[src/rtl/spi_slave_rx.sv]
`default_nettype none
// ============================================================================
// Module   : spi_slave_rx
// Brief    : SPI mode-0 LSB-first byte receiver, oversampled into the local
//            clock domain, with a one-byte valid/ready holding register.
// Revision : 1.0
// ============================================================================
module spi_slave_rx #(
  parameter int SYNC_STAGES = 2
) (
  input  logic       SPI_RX_module_clk,
  input  logic       SPI_RX_module_rst_n,
  input  logic       SPI_CLK,
  input  logic       SPI_CS,
  input  logic       SPI_RX,
  output logic [7:0] data_receive,
  output logic       data_valid,
  input  logic       data_ready,
  output logic       overrun,
  output logic       frame_error,
  output logic       busy
);

  typedef enum logic [0:0] {
    ST_IDLE = 1'b0,
    ST_RECV = 1'b1
  } state_t;

  logic [SYNC_STAGES-1:0] clk_sync_q;
  logic [SYNC_STAGES-1:0] cs_sync_q;
  logic [SYNC_STAGES-1:0] rx_sync_q;
  logic                   clk_dly_q;
  logic                   cs_dly_q;

  state_t     state_q, state_d;
  logic [2:0] bit_cnt_q, bit_cnt_d;
  logic [7:0] shreg_q, shreg_d;
  logic [7:0] data_q, data_d;
  logic       valid_q, valid_d;
  logic       overrun_q, overrun_d;
  logic       ferr_q, ferr_d;

  logic       w_s_clk, w_s_cs, w_s_rx;
  logic       w_clk_rise, w_cs_fall, w_cs_rise;
  logic       w_byte_done;
  logic [7:0] w_assembled;

  // All three pins share the same depth so data stays aligned with its clock edge
  always_ff @(posedge SPI_RX_module_clk or negedge SPI_RX_module_rst_n) begin
    if (!SPI_RX_module_rst_n) begin
      clk_sync_q <= '0;
      cs_sync_q  <= '1;
      rx_sync_q  <= '0;
      clk_dly_q  <= 1'b0;
      cs_dly_q   <= 1'b1;
    end else begin
      clk_sync_q <= {clk_sync_q[SYNC_STAGES-2:0], SPI_CLK};
      cs_sync_q  <= {cs_sync_q[SYNC_STAGES-2:0], SPI_CS};
      rx_sync_q  <= {rx_sync_q[SYNC_STAGES-2:0], SPI_RX};
      clk_dly_q  <= clk_sync_q[SYNC_STAGES-1];
      cs_dly_q   <= cs_sync_q[SYNC_STAGES-1];
    end
  end

  assign w_s_clk     = clk_sync_q[SYNC_STAGES-1];
  assign w_s_cs      = cs_sync_q[SYNC_STAGES-1];
  assign w_s_rx      = rx_sync_q[SYNC_STAGES-1];
  assign w_clk_rise  = w_s_clk & ~clk_dly_q;
  assign w_cs_fall   = ~w_s_cs & cs_dly_q;
  assign w_cs_rise   = w_s_cs & ~cs_dly_q;
  assign w_assembled = {w_s_rx, shreg_q[7:1]};

  always_comb begin
    state_d     = state_q;
    bit_cnt_d   = bit_cnt_q;
    shreg_d     = shreg_q;
    data_d      = data_q;
    valid_d     = valid_q;
    overrun_d   = 1'b0;
    ferr_d      = 1'b0;
    w_byte_done = 1'b0;

    if (valid_q && data_ready) begin
      valid_d = 1'b0;
    end

    case (state_q)
      ST_IDLE: begin
        if (w_cs_fall) begin
          state_d   = ST_RECV;
          bit_cnt_d = 3'd0;
          shreg_d   = 8'h00;
        end
      end
      ST_RECV: begin
        if (w_clk_rise) begin
          shreg_d     = w_assembled;
          bit_cnt_d   = bit_cnt_q + 3'd1;
          w_byte_done = (bit_cnt_q == 3'd7);
        end
        // CS rule sees the post-shift count, so an 8th bit coinciding with CS rise is a clean byte
        if (w_cs_rise) begin
          state_d   = ST_IDLE;
          ferr_d    = (bit_cnt_d != 3'd0);
          bit_cnt_d = 3'd0;
          shreg_d   = 8'h00;
        end
      end
      default: state_d = ST_IDLE;
    endcase

    if (w_byte_done) begin
      if (!valid_q || data_ready) begin
        data_d  = w_assembled;
        valid_d = 1'b1;
      end else begin
        overrun_d = 1'b1;
      end
    end
  end

  always_ff @(posedge SPI_RX_module_clk or negedge SPI_RX_module_rst_n) begin
    if (!SPI_RX_module_rst_n) begin
      state_q   <= ST_IDLE;
      bit_cnt_q <= 3'd0;
      shreg_q   <= 8'h00;
      data_q    <= 8'h00;
      valid_q   <= 1'b0;
      overrun_q <= 1'b0;
      ferr_q    <= 1'b0;
    end else begin
      state_q   <= state_d;
      bit_cnt_q <= bit_cnt_d;
      shreg_q   <= shreg_d;
      data_q    <= data_d;
      valid_q   <= valid_d;
      overrun_q <= overrun_d;
      ferr_q    <= ferr_d;
    end
  end

  assign data_receive = data_q;
  assign data_valid   = valid_q;
  assign overrun      = overrun_q;
  assign frame_error  = ferr_q;
  assign busy         = (state_q == ST_RECV);

endmodule
`default_nettype wire
[config.mk]
export PLATFORM = sky130hd
export DESIGN_NAME = spi_slave_rx
export DESIGN_NICKNAME = d
export VERILOG_FILES = /design/src/rtl/spi_slave_rx.sv
export SDC_FILE = /design/constraint.sdc
export NUM_CORES = 1
export LEC_CHECK = 0
export BUFFER_PORTS_ARGS = -buffer_cell sky130_fd_sc_hd__clkbuf_2
export CAP_MARGIN = 20
export CORE_MARGIN = 3
export CORE_UTILIZATION = 45
export DETAILED_ROUTE_END_ITERATION = 10
export GPL_ROUTABILITY_DRIVEN = 0
export PLACE_DENSITY = 0.65
export SLEW_MARGIN = 20
export SYNTH_ARGS = -nofsm -noshare
export SYNTH_HDL_FRONTEND = slang
export SYNTH_SLANG_ARGS = --single-unit
[constraint.sdc]
create_clock -name SPI_RX_module_clk -period 2 [get_ports SPI_RX_module_clk]
set_input_delay 0.4 -clock SPI_RX_module_clk [delete_from_list [all_inputs] [get_ports SPI_RX_module_clk]]
set_output_delay 0.4 -clock SPI_RX_module_clk [all_outputs]
set_load 0.03 [all_outputs]
# After elaboration in Yosys (flattened, before gate mapping)
# Cells that the tools add are included.
[classes]
mux = 21
n_eq_ne = 3
bitwise = 7
reduce_logical = 6
add_sub_neg = 1
[ops]
columns = ["cell", "count"]
rows = [
  ["$mux W8", 3],
  ["$pmux W8 S2", 1],
  ["$mux W3", 4],
  ["$mux W1", 11],
  ["$pmux W3 S2", 1],
  ["$not A1 Y1", 4],
  ["$reduce_and A2 Y1", 2],
  ["$add A3 B1 Y3 const B", 1],
  ["$and A1 B1 Y1", 3],
  ["$eq A3 B3 Y1 const B", 1],
  ["$ne A3 B1 Y1 const B", 1],
  ["$reduce_bool A3 Y1", 1],
  ["$ne A2 B2 Y1 const B", 1],
  ["$pmux W1 S2", 1],
  ["$logic_and A1 B1 Y1", 1],
  ["$logic_not A1 Y1", 1],
  ["$logic_or A1 B1 Y1", 1],
]
[word_totals]
ff_bits = 31
input_bits = 6
out_inout_bits = 12
elab_cells = 50

# Logic depth before layout (Yosys ltp)
# Gate-level depths: netlist (run 1).
[depth]
word_depth = 7
mapped_depth = 6
mapped_depth_nobuf = 5

# Worst setup path after synthesis (run 1)
# No wires, ideal clock.
[synth_path]
path_type = "register to register"
from = "register state_q (netlist: busy)"
to = "register data_q[0] (netlist: data_receive[0])"
required_time_ps = 1875
period_less_slack_ps = 1496
arrival_ps = 1371
stages_incl_launch_ff = 6
setup_slack_ps = 504
path_cell_list = "dfrtp_1 > buf_4 > nand4b_4 > nor2b_2 > buf_6 > mux2_4"
[synth_between]
elab_chain_cells = 2
[synth_lines]
columns = ["element", "line_no", "source"]
rows = [
  ["start, declared", "35", "state_t state_q, state_d;"],
  ["start signal, assigned", "132", "state_q <= state_d;"],
  ["$mux W1", "87", "case (state_q)"],
  ["$reduce_and A2 Y1 (no line)", "--", ""],
  ["end signal, assigned", "135", "data_q <= data_d;"],
  ["end, declared", "38", "logic [7:0] data_q, data_d;"],
]
# Every way passes these cells.
# A chain may end at the register's enable or synchronous reset.

# Final worst setup path (run 1)
[layout_path]
from = "register state_q (netlist: busy)"
to = "output busy"
[layout_rtl]
columns = ["element", "line_no", "source"]
rows = [
  ["end, declared", "21", "output logic busy"],
]
# No word-level cell between the ends.

==> impl_metrics.py, run 1 <==
metrics = {
    "setup_path": {
        "path_delay_family": "buffers and inverters",
        "required_ps": 1600,
        "critPathBufInv": 2,
        "path_max_fanout": 22,
        "crit_type": "register to primary output",
        "cp_slowest_cell": "dfrtp_1",
        "slowest_delay_ps": 470,
        "arrival_ps": 1340,
        "r2r_start": "bit_cnt_q[0]",
        "end_kind": "primary output",
        "crit_chain": "buf_4 > clkbuf_2",
        "crit_start": "busy",
        "crit_path_start_kind": "register",
    },
    "layout": {
        "final_nets": 130,
        "n_fill_cell": 224,
        "layout-drive-gt1-share": 0.333,
        "final_cell_area_um2": 1430,
        "finalNonFillerCells": 153,
        "n_antenna_cell": 0,
        "multi_input_area_um2": 467,
        "final_util": 0.552,
        "area_growth_pct": 12.2,
        "seqCellArea_um2": 754,
    },
    "global_route": {
        "grt_start_max_net_pins": 31,
        "grt_usage": 0.152,
        "grt_pass1_wl_um": 3800,
        "antenna_found_initial": 0,
        "grt_pass1_vias": 819,
        "overflow": 0,
    },
    "clock_tree": {
        "cts_root_buf": "clkbuf_4",
        "cts.sinks": 30,
        "post_cts_resized": 0,
        "post-cts-setup-buffers": 0,
        "cts_tree": "built",
        "hold_buffers": 0,
        "cts_max_level": 2,
        "cts_buffers": 5,
        "ctsLongestPathBuffers": 2,
        "clock_latency_ps": 350,
        "clk_pin_slew_worst_paths_ps": 100,
    },
    "sta": {
        "finClkSkew_ps": 12.4,
        "max_slew.worst_pin.slew_ps": 727,
        "fin_crit_sh": 0.868,
        "drv_slew": 0,
        "rsz0062_at_grt": "no",
        "finalHoldViolCount": 0,
        "max_freq_mhz": 576,
        "fin_setup_tns_ps": 0,
        "relSlewSlack": 0.515,
        "setup_viol": 0,
        "fin_crit_ps": 1740,
    },
    "power_and_ir_drop": {
        "p_int_uw": 892,
        "p_leak_uw": 0.000699,
        "swShare": 0.285,
        "finalPower_uw": 1250,
        "p_per_area_nw_per_um2": 872,
        "ir_worst_vdd_v": 0.000539,
        "power.switching_uw": 356,
        "power_frac_seq": 0.560,
        "clock_power_share": 0.306,
        "combPwrFrac": 0.135,
    },
    "floorplanning": {
        "start_util": 0.492,
        "dieArea_um2": 3510,
        "die_h_um": 59.2,
        "dieWidth_um": 59.2,
        "core-area_um2": 2590,
        "io-pin-count": 18,
        "std_cell_rows": 18,
    },
    "synth": {
        "ys_seq_area_frac": 0.592,
        "synth_top_area_share": 0.530,
        "postSynth.asyncResetShare": 1.00,
        "synthFlopType": "dfrtp_1",
        "yosysWarnings": 0,
        "synthDistinctLibCells": 22,
        "synth-edff-count": 0,
        "syn_nets": 111,
        "syn_area_um2": 1270,
        "syn_avg_cell_area_um2": 12.4,
        "synthCells": 103,
        "netlist_top_cells_area": "dfrtp_1, mux2_4, dfstp_2, a211oi_1, a21oi_1",
        "ys_ff_latch": 30,
        "yosysTopAreaCell": "dfrtp_1",
        "synth.most_common_cell": "dfrtp_1",
        "ys_top_cells_by_count": "dfrtp_1, nor2_1, a21oi_1, o21ai_1, a211oi_1",
    },
    "hold_path": {
        "worstHoldPathType": "input port to async pin",
    },
    "placed_design": {
        "placed_cells": 145,
        "placed_area_um2": 1370,
        "dp_hpwl_um": 1410,
        "port_buffers": 17,
    },
    "routing": {
        "drt_wl_total_um": 2210,
        "drc": 0,
        "num_vias": 841,
        "ant_nets": 0,
        "drtIter0Drc": 28,
        "firstDrtPassIters": 4,
        "vias_per_cell": 5.50,
        "wire_per_inst_um": 14.5,
    },
    "status": {
        "outcome": "completed",
    },
    "flow_run": {
        "maxCapViolCount": 0,
    },
}
==> area by class of cell <==
type / count / area share
clock buffers: 7 / 0.0385
clock inverters: 1 / 0.00350
inverters: 1 / 0.00262
multi-input cells: 64 / 0.326
flip-flops and latches: 30 / 0.528
well taps: 30 / 0.0262
repair buffers: 20 / 0.0752
==> final timing paths <==
check	endpoint	slack (ps)	cells past startpoint
worst max-delay path	busy	260	2
worst min-delay path	shreg_q[5]	90	1
worst max register to register	data_receive[4]	390	6
worst min register to register	cs_sync_q[1]	370	0
max in group asynchronous	busy	1430	1
min in group SPI_RX_module_clk	cs_sync_q[0]	140	1
==> routing by layer <==
layer	part of all wire	track usage	wire length (um)	vias to the layer above
met5	0	0	0	-
met4	0.034	0.107	76	0
met3	0.048	0.0588	106	8
met2	0.44	0.220	979	16
met1	0.47	0.185	1050	410
li1	-	-	-	407
==> power groups by stage <==
stage          sequential [uW]  clock, uW  combinational, uW
2_1_floorplan              716          0                112
3_3_place_gp               706          0                164
3_5_place_dp               709          0                169
4_1_cts                    698        395                170
5_1_grt                    703        424                192
6_report                   698        382                168
==> cells by family (layout without fill, tap and decap cells) <==
family / Yosys count / in the layout / share of synthesized area
and+or+nand+nor: 23 / 23 / 0.110
buffers and inverters: 9 / 29 / 0.0422
AOI/OAI and AO/OA: 31 / 31 / 0.142
muxes: 8 / 8 / 0.0942
adders and majority gates: 2 / 2 / 0.0196
DFF: 30 / 30 / 0.592
==> sequential cells by signal, summed over array words and instances (netlist names), 2 cells and up <==
register,cells
data_receive,8
shreg_q,7
bit_cnt_q,3
clk_sync_q,2
cs_sync_q,2
rx_sync_q,2
==> worst reg2reg max path: cells and delay by family, from the launching register on <==
family	cells	cell delay, ps
buf+inv	1	200
flops	1	400
simple gates	2	250
mux	1	310
fa+ha+maj	2	340
==> cells in the final DEF (no fill, tap or decap), drive strengths merged <==
master  instances
a211oi          9
a21oi          10
a221oi          1
buf             3
clkbuf         24
clkinv          1
dfrtp          27
dfstp           3
ha              2
inv             1
mux2            8
nand2           2
nand2b          4
nand4b          1
nor2           11
nor2b           2
nor4            2
nor4b           1
o21ai          11
==> per-stage QoR <==
stage | worst slack, ps | hold slack [ps]
2_1_floorplan | 504 | 104
3_3_place_gp | 431 | 333
3_5_place_dp | 387 | 338
4_1_cts | 251 | 118
5_1_grt | 176 | 111
6_report | 264 | 91.5
Power figures use the tool's default switching activity.
==> run 2: changes to the inputs <==
- ABC_AREA: unset -> 1
==> run 2 against run 1 <==
Effect of this change:
- flip-flop and latch count is the same
- synthesized cell count grew 16%
- register-to-register slack gained 260 ps
- clock power shrank 3%
- core utilization shrank 0.41 points
- cell area shrank 3.3%
- critical path depth shrank 1
- via count grew 2.5%
==> impl_metrics.py, run 2 <==
metrics = {
    "status": {
        "outcome": "completed",
    },
    "routing": {
        "ant_nets": 0,
        "vias_per_cell": 4.98,
        "wire_per_inst_um": 11.7,
        "firstDrtPassIters": 2,
        "drc": 0,
        "num_vias": 862,
        "drtIter0Drc": 14,
        "drt_wl_total_um": 2020,
    },
    "setup_path": {
        "cp_slowest_cell": "dfrtp_1",
        "crit_type": "register to primary output",
        "slowest_delay_ps": 590,
        "end_kind": "primary output",
        "crit_path_start_kind": "register",
        "r2r_end": "frame_error",
        "r2r_slack_ps": 650,
        "path_delay_family": "flip-flops",
        "crit_chain": "clkbuf_2",
        "required_ps": 1600,
        "arrival_ps": 1200,
        "reg2regPathDepth": 8,
        "critPathBufInv": 1,
        "r2r_start": "bit_cnt_q[0]",
        "path_max_fanout": 10,
    },
    "synth": {
        "synthFlopType": "dfrtp_1",
        "synthCells": 119,
        "synthDistinctLibCells": 20,
        "syn_area_um2": 1210,
        "yosysTopAreaCell": "dfrtp_1",
        "synth.most_common_cell": "nand2_1",
        "syn_avg_cell_area_um2": 10.1,
        "syn_nets": 127,
        "ys_seq_area_frac": 0.625,
        "ys_ff_latch": 30,
        "yosysWarnings": 0,
        "synth_top_area_share": 0.560,
        "netlist_top_cells_area": "dfrtp_1, nand2_1, dfstp_2, nand3_1, nand4_1",
        "ys_top_cells_by_count": "nand2_1, dfrtp_1, nand3_1, inv_1, nand4_1",
        "synth-edff-count": 0,
        "postSynth.asyncResetShare": 1.00,
    },
    "power_and_ir_drop": {
        "p_per_area_nw_per_um2": 825,
        "combPwrFrac": 0.102,
        "finalPower_uw": 1140,
        "ir_worst_vdd_v": 0.000567,
        "p_int_uw": 840,
        "power.switching_uw": 302,
        "p_leak_uw": 0.000781,
        "power_frac_seq": 0.574,
        "swShare": 0.264,
        "clock_power_share": 0.323,
    },
    "global_route": {
        "grtUsageMet2": 0.211,
        "met1_usage": 0.161,
        "grt-busiest-layer": "met2",
        "overflow": 0,
        "grt_start_max_net_pins": 31,
        "grt_usage": 0.136,
        "met3_usage": 0.0468,
        "grt_pass1_vias": 826,
        "grt_pass1_wl_um": 3370,
        "antenna_found_initial": 0,
    },
    "sta": {
        "max_freq_mhz": 623,
        "finClkSkew_ps": 13.8,
        "max_slew.worst_pin.slew_ps": 722,
        "finalHoldViolCount": 0,
        "rsz0062_at_grt": "no",
        "fin_crit_sh": 0.802,
        "setup_viol": 0,
        "fin_crit_ps": 1600,
        "relSlewSlack": 0.519,
        "fin_setup_tns_ps": 0,
        "drv_slew": 0,
    },
    "layout": {
        "multi_input_area_um2": 385,
        "largest_reg_flops": 8,
        "n_antenna_cell": 0,
        "finalNonFillerCells": 173,
        "final_nets": 150,
        "n_fill_cell": 231,
        "seqCellArea_um2": 754,
        "area_growth_pct": 14.5,
        "mostFrequentLayoutCell": "nand2_1",
        "final_cell_area_um2": 1380,
        "layout-drive-gt1-share": 0.280,
        "final_cell_mix": "nand2_1, dfrtp_1, clkbuf_2",
    },
    "clock_tree": {
        "post-cts-setup-buffers": 0,
        "cts_tree": "built",
        "ctsLongestPathBuffers": 2,
        "cts_root_buf": "clkbuf_4",
        "cts_buffers": 5,
        "clock_latency_ps": 330,
        "post_cts_resized": 0,
        "cts_max_level": 2,
        "clk_pin_slew_worst_paths_ps": 100,
        "hold_buffers": 0,
        "cts.sinks": 30,
    },
    "placed_design": {
        "dp_hpwl_um": 1400,
        "placed_cells": 165,
        "port_buffers": 17,
        "placed_area_um2": 1320,
    },
    "floorplanning": {
        "dieArea_um2": 3340,
        "std_cell_rows": 18,
        "start_util": 0.479,
        "core-area_um2": 2520,
        "io-pin-count": 18,
        "dieWidth_um": 57.8,
        "die_h_um": 57.8,
    },
    "flow_run": {
        "maxCapViolCount": 0,
    },
    "hold_path": {
        "worstHoldPathType": "input port to async pin",
    },
}
[run 2: cell types whose count changed after synthesis, moves of 5 or more]
cell	change
mux2_4	-8
nand3_1	+10
a211oi_1	-9
o21ai_1	-10
nand4_1	+7
nor2_1	-8
nand2_1	+39
inv_1	+6
inv_2	+5
a21oi_1	-9
[run 2: through the flow]
stage	worst slack [ps]	utilization	hold WS (ps)
finish	396	0.548	103
global route	360	0.548	137
CTS	397	0.548	123
detailed placement	668	0.524	337
global placement	719	0.524	335
floorplan	742	-	104
[run 2: cell families (layout without fill, tap and decap cells)]
group / after synthesis / in the layout / synth area share
flops: 30 / 30 / 0.625
buf+inv: 15 / 39 / 0.0560
fa+ha+maj: 2 / 2 / 0.0207
compound gates: 5 / 5 / 0.0269
simple gates: 67 / 67 / 0.272
[run 2: worst max path at each step]
stage	start	to	cells after the start	slack (ps)
3_5_place_dp	bit_cnt_q[0]	frame_error	8	670
5_1_grt	busy	busy	1	360
2_1_floorplan	bit_cnt_q[0]	frame_error	8	740
4_1_cts	busy	busy	1	400
3_3_place_gp	bit_cnt_q[0]	frame_error	8	720
6_report	busy	busy	1	400
[run 2: layout make-up]
| type | instances | share of cell area |
|---|---|---|
| inverter | 14 | 0.0434 |
| multi-input combinational | 74 | 0.279 |
| sequential | 30 | 0.546 |
| timing repair buffer | 17 | 0.0615 |
| tap | 30 | 0.0271 |
| clock inverter | 1 | 0.00362 |
| clock buffer | 7 | 0.0398 |
[run 2: power by group through the flow]
stage | Clock (uW) | Combinational (uW) | Sequential, uW
6_report | 369 | 117 | 656
5_1_grt | 406 | 132 | 659
4_1_cts | 384 | 118 | 655
3_5_place_dp | 0 | 117 | 667
3_3_place_gp | 0 | 111 | 666
2_1_floorplan | 0 | 80.0 | 667
[run 2: metal layers]
layer  share of wire  vias to the layer above  wire length (um)
met5               0                        -                 0
met2            0.44                       25               885
met1            0.47                      400               956
met4           0.027                        0                54
li1                -                      430                 -
met3           0.060                        7               120
